`src/rtl/cnt_seq_decoder.sv`:
```
// Observer for an up/down step counter: recovers direction and step size from the sampled value stream.
// Optional build macro CNT_SEQ_HOLD_EN: a zero delta (stalled counter) is neutral instead of breaking the sequence.
//
// state    | meaning
// ---------|-----------------------------------------------------------
// S_IDLE   | no reference sample yet; next valid sample only loads prev
// S_ACQ    | counting consecutive identical-mode deltas toward lock
// S_LOCKED | mode recovered; any differing delta raises err and re-acquires
module cnt_seq_decoder #(
  parameter int WIDTH    = 4,
  parameter int LOCK_CNT = 3,
  parameter int ERRW     = 8
) (
  input  logic             clk,
  input  logic             nrst,
  input  logic             valid,
  input  logic [WIDTH-1:0] value,
  output logic             locked,
  output logic             down,
  output logic             step,
  output logic             err,
  output logic [ERRW-1:0]  err_cnt
);

  localparam int MW = $clog2(LOCK_CNT + 1);
  localparam logic [MW:0]      NM_ONE   = (MW+1)'(1);
  localparam logic [MW:0]      NM_LOCK  = (MW+1)'(LOCK_CNT);
  localparam logic [MW-1:0]    M_LOCK   = MW'(LOCK_CNT);
  localparam logic [ERRW-1:0]  CNT_ONE  = ERRW'(1);
  localparam logic [WIDTH-1:0] D_UP1    = WIDTH'(1);
  localparam logic [WIDTH-1:0] D_UP2    = WIDTH'(2);
  localparam logic [WIDTH-1:0] D_DN1    = {WIDTH{1'b1}};
  localparam logic [WIDTH-1:0] D_DN2    = ~WIDTH'(1);

  typedef enum logic [1:0] {S_IDLE, S_ACQ, S_LOCKED} state_t;

  state_t           r_state;
  logic [WIDTH-1:0] r_prev;
  logic [1:0]       r_cand;   // {down, step} of the candidate mode
  logic [MW-1:0]    r_match;
  logic             r_locked;
  logic             r_down;
  logic             r_step;
  logic             r_err;
  logic [ERRW-1:0]  r_err_cnt;

  logic [WIDTH-1:0] w_delta;
  logic             w_ok;
  logic             w_hold;
  logic [1:0]       w_cls;
  logic             w_same;
  logic [MW:0]      w_nm;
  logic             w_lock;

  assign w_delta = value - r_prev;

  always_comb begin
    w_ok  = 1'b1;
    w_cls = 2'b00;
    if (w_delta == D_UP1)      w_cls = 2'b00;
    else if (w_delta == D_UP2) w_cls = 2'b01;
    else if (w_delta == D_DN1) w_cls = 2'b10;
    else if (w_delta == D_DN2) w_cls = 2'b11;
    else                       w_ok  = 1'b0;
  end

`ifdef CNT_SEQ_HOLD_EN
  assign w_hold = (w_delta == '0);
`else
  assign w_hold = 1'b0;
`endif

  assign w_same = w_ok && (w_cls == r_cand);

  // A mode change restarts the run at one; the run saturates at LOCK_CNT.
  always_comb begin
    if (r_match == '0 || w_same) w_nm = {1'b0, r_match} + NM_ONE;
    else                         w_nm = NM_ONE;
  end
  assign w_lock = (w_nm >= NM_LOCK);

  always_ff @(posedge clk or negedge nrst) begin
    if (!nrst) begin
      r_state   <= S_IDLE;
      r_prev    <= '0;
      r_cand    <= '0;
      r_match   <= '0;
      r_locked  <= 1'b0;
      r_down    <= 1'b0;
      r_step    <= 1'b0;
      r_err     <= 1'b0;
      r_err_cnt <= '0;
    end else begin
      r_err <= 1'b0;
      if (valid) begin
        r_prev <= value;
        case (r_state)
          S_IDLE: begin
            r_state <= S_ACQ;
            r_match <= '0;
          end
          S_ACQ: begin
            if (w_hold) begin
              r_match <= r_match;
            end else if (!w_ok) begin
              r_match <= '0;
            end else begin
              r_cand <= w_cls;
              if (w_lock) begin
                r_match  <= M_LOCK;
                r_state  <= S_LOCKED;
                r_locked <= 1'b1;
                r_down   <= w_cls[1];
                r_step   <= w_cls[0];
              end else begin
                r_match <= w_nm[MW-1:0];
              end
            end
          end
          S_LOCKED: begin
            if (!w_hold && !w_same) begin
              r_err    <= 1'b1;
              r_locked <= 1'b0;
              r_state  <= S_ACQ;
              if (r_err_cnt != {ERRW{1'b1}}) r_err_cnt <= r_err_cnt + CNT_ONE;
              if (w_ok) begin
                r_cand  <= w_cls;
                r_match <= MW'(1);
              end else begin
                r_match <= '0;
              end
            end
          end
          default: r_state <= S_IDLE;
        endcase
      end
    end
  end

  assign locked  = r_locked;
  assign down    = r_down;
  assign step    = r_step;
  assign err     = r_err;
  assign err_cnt = r_err_cnt;

endmodule

```
`config.mk`:
```
export PLATFORM = sky130hd
export DESIGN_NAME = cnt_seq_decoder
export DESIGN_NICKNAME = d
export VERILOG_FILES = /design/src/rtl/cnt_seq_decoder.sv
export SDC_FILE = /design/constraint.sdc
export NUM_CORES = 1
export LEC_CHECK = 0
export ABC_AREA = 1
export CAP_MARGIN = 10
export CORE_UTILIZATION = 61
export CTS_BUF_LIST = sky130_fd_sc_hd__clkbuf_8
export DETAILED_ROUTE_END_ITERATION = 16
export PLACE_DENSITY = 0.95
export SLEW_MARGIN = 20
export SYNTH_ARGS = -nofsm -noshare
export SYNTH_HDL_FRONTEND = slang
export SYNTH_SLANG_ARGS = --single-unit
```
`constraint.sdc`:
```
create_clock -name clk -period 6.8 [get_ports clk]
set_clock_uncertainty 0.05 [all_clocks]
set_input_delay 2.04 -clock clk [delete_from_list [all_inputs] [get_ports clk]]
set_output_delay 2.04 -clock clk [all_outputs]
set_load 0.02 [all_outputs]
```
==> impl_metrics.toml <==
[detailed_routing]
via_count = 1225
ant_nets = 0
finalWirelength_um = 2965
wl_per_cell_um = 13.36
drt_pass1_iterations = 4
routed_via_density = 5.518
drc = 0
drt_iter0_drc = 26

[place]
hpwl_um = 2065
port-buffer-count = 18
place_area_um2 = 1663
dp_slack_ps = 2102
gp_congestion = 0.8294

[die]
dieArea_um2 = 2579
rows = 17
core_area_um2 = 2233
die_h_um = 50.78
start_util = 0.6499
io-pin-count = 19
die_x_um = 50.78

[setup_path]
start_kind = "input pin"
rrSetupSlack_ps = 4270
path_max_fanout = 5
setup.worst_path.start = "value[0]"
crit_path_end_kind = "flop"
r2r_start = "r_prev[0]"
critPathSlowestCell = "clkdlybuf4s50_1"
cp_common_cell = "inv_1"
crit_type = "in -> reg"
cp.arrival_ps = 4540
critical_path.cell_chain = "clkdlybuf4s50_1 > inv_1 > ha_1 > inv_1 > fa_1 > xor2_2 > inv_1 > nand3_1 > nand2_1 > nand2_1 > inv_2 > a21oi_4 > nand2_4 > nor2_4 > nand2_2 > xnor2_2"
cp_slowest_stage_delay_ps = 410
required_ps = 6910

[global_routing]
grt_overflow = 0
grt_start_max_net_pins = 23
grt_pass1_vias = 1217
grt_usage = 0.2606
grt_pass1_wl_um = 5023
antenna_found_initial = 0

[sta]
max_freq_mhz = 225.5
finalSetupTns_ps = 0
setup_viol = 0
worst_slew_pin_slew_ps = 489.4
hold_viol = 0
timing.final.crit_share = 0.6522
postLayoutSetupSlackWorst_ps = 2365
period_needed_ps = 4435
relSlewSlack = 0.6727
rsz0062_at_grt = "no"
slew_violations = 0

[run_status]
status = "completed"

[clocking]
hold_buffers = 0
postCtsSetupRepairBufs = 0
clock_sinks = 22
cts_tree = "yes"
cts_buffers = 3
h-tree-depth = 1
clkTransAtPathRegs_ps = 90
clk_path_buf_depth = 2
clk_latency_ps = 270
cts-root-buf = "clkbuf_8"
post_cts_resized = 0

[flow_run]
cap_violations = 0

[power_and_ir_drop]
p_per_area_nw_per_um2 = 330.1
ir_worst_vdd_v = 0.0002348
p_leak_nw = 0.8690

[finish]
final_common_cell = "nand2_1"
nFillCells = 137
nNetsFinal = 214
n_antenna_cell = 0
final_cell_mix = "nand2_1, inv_1, dfrtp_1, nand3_1, clkdlybuf4s50_1"
drive_gt1_frac = 0.1495
register_area_um2 = 550.5
multiInputGateArea_um2 = 795.8
synthToLayoutAreaGrowth_pct = 18.02
fin_area_um2 = 1713

[logic_synthesis]
ys_seq_area_frac = 0.3793
yosysWarnings = 0
syn-num-nets = 192
postSynthCellCount = 173
synth_seq_cells = 22
synth_cell_types = 28
synth.avg_cell_area_um2 = 8.390
netlist_area_um2 = 1451

[min_path]
min_from = "down"
worstHoldPathType = "reg -> reg"
==> synthesized netlist by cell type (all sizes together) <==
cell | count | area share
nor2 | 8 | 0.029
nor3 | 1 | 0.011
xnor2 | 6 | 0.041
fa | 1 | 0.014
clkbuf | 1 | 0.0026
ha | 11 | 0.095
o21ai | 10 | 0.040
dfrtp | 22 | 0.38
mux2 | 1 | 0.010
inv | 27 | 0.070
or2 | 1 | 0.0043
a21oi | 5 | 0.028
nand3 | 21 | 0.086
nand4 | 5 | 0.022
nand2 | 50 | 0.14
xor2 | 3 | 0.023
==> per-layer routing <==
layer,up-vias,part of all wire,GRT usage
met1,591,0.42,0.3004
li1,589,-,-
met2,33,0.51,0.4711
met4,0,0.029,0.1296
met3,12,0.037,0.03030
met5,-,0,0
==> final timing paths <==
path / cells past startpoint / endpoint
max: 16 / err_cnt[7]
min: 2 / down
max reg2reg: 14 / err_cnt[7]
min reg2reg: 2 / down
max in group asynchronous: 1 / r_cand[1]
min in group asynchronous: 1 / err_cnt[2]
==> state kept, by name, summed over array words and instances, names as in the netlist <==
| signal | flops |
|---|---|
| err | 1 |
| r_cand | 2 |
| step | 1 |
| r_state | 2 |
| r_match | 2 |
| err_cnt | 8 |
| locked | 1 |
| down | 1 |
| r_prev | 4 |
==> through the flow <==
step / util / hold slack, ps / std cells / power [W]
6_report: 0.7669 / 439.1 / 222 / 0.0005655
5_1_grt: 0.7669 / 461.7 / 222 / 0.0006045
4_1_cts: 0.7692 / 441.9 / 222 / 0.0005670
3_5_place_dp: 0.7445 / 421.1 / 218 / 0.0004642
3_3_place_gp: 0.7445 / 407.0 / 218 / 0.0004513
2_1_floorplan: - / 424.6 / 173 / 0.0003836
==> critical path: cells and delay by family <==
kind / cells / cell delay (ps)
buffers and inverters: 5 / 750
AOI/OAI and AO/OA: 1 / 230
and+or+nand+nor: 6 / 560
xor gates and xnor gates: 2 / 400
adders and majority gates: 2 / 560
==> final cells by class <==
cell class / count / share of cell area
well taps: 28 / 0.02045
repair buffers: 18 / 0.1023
multi-input cells: 123 / 0.4646
inverters: 27 / 0.05917
flip-flops and latches: 22 / 0.3214
clock buffers: 4 / 0.03214
==> logic make-up after synthesis <==
family          synth area share
mux                      0.01034
fa+ha+maj                 0.1086
xor+xnor                 0.06466
buf+inv                  0.07241
flops                     0.3793
simple gates              0.2974
compound gates           0.06724
==> power by group <==
group,internal (W),switching [W]
clock,0.0000517,0.0000453
sequential,0.000165,0.0000328
combinational,0.000110,0.000161
total,0.000327,0.000239
(Power assumes the default switching activity.)
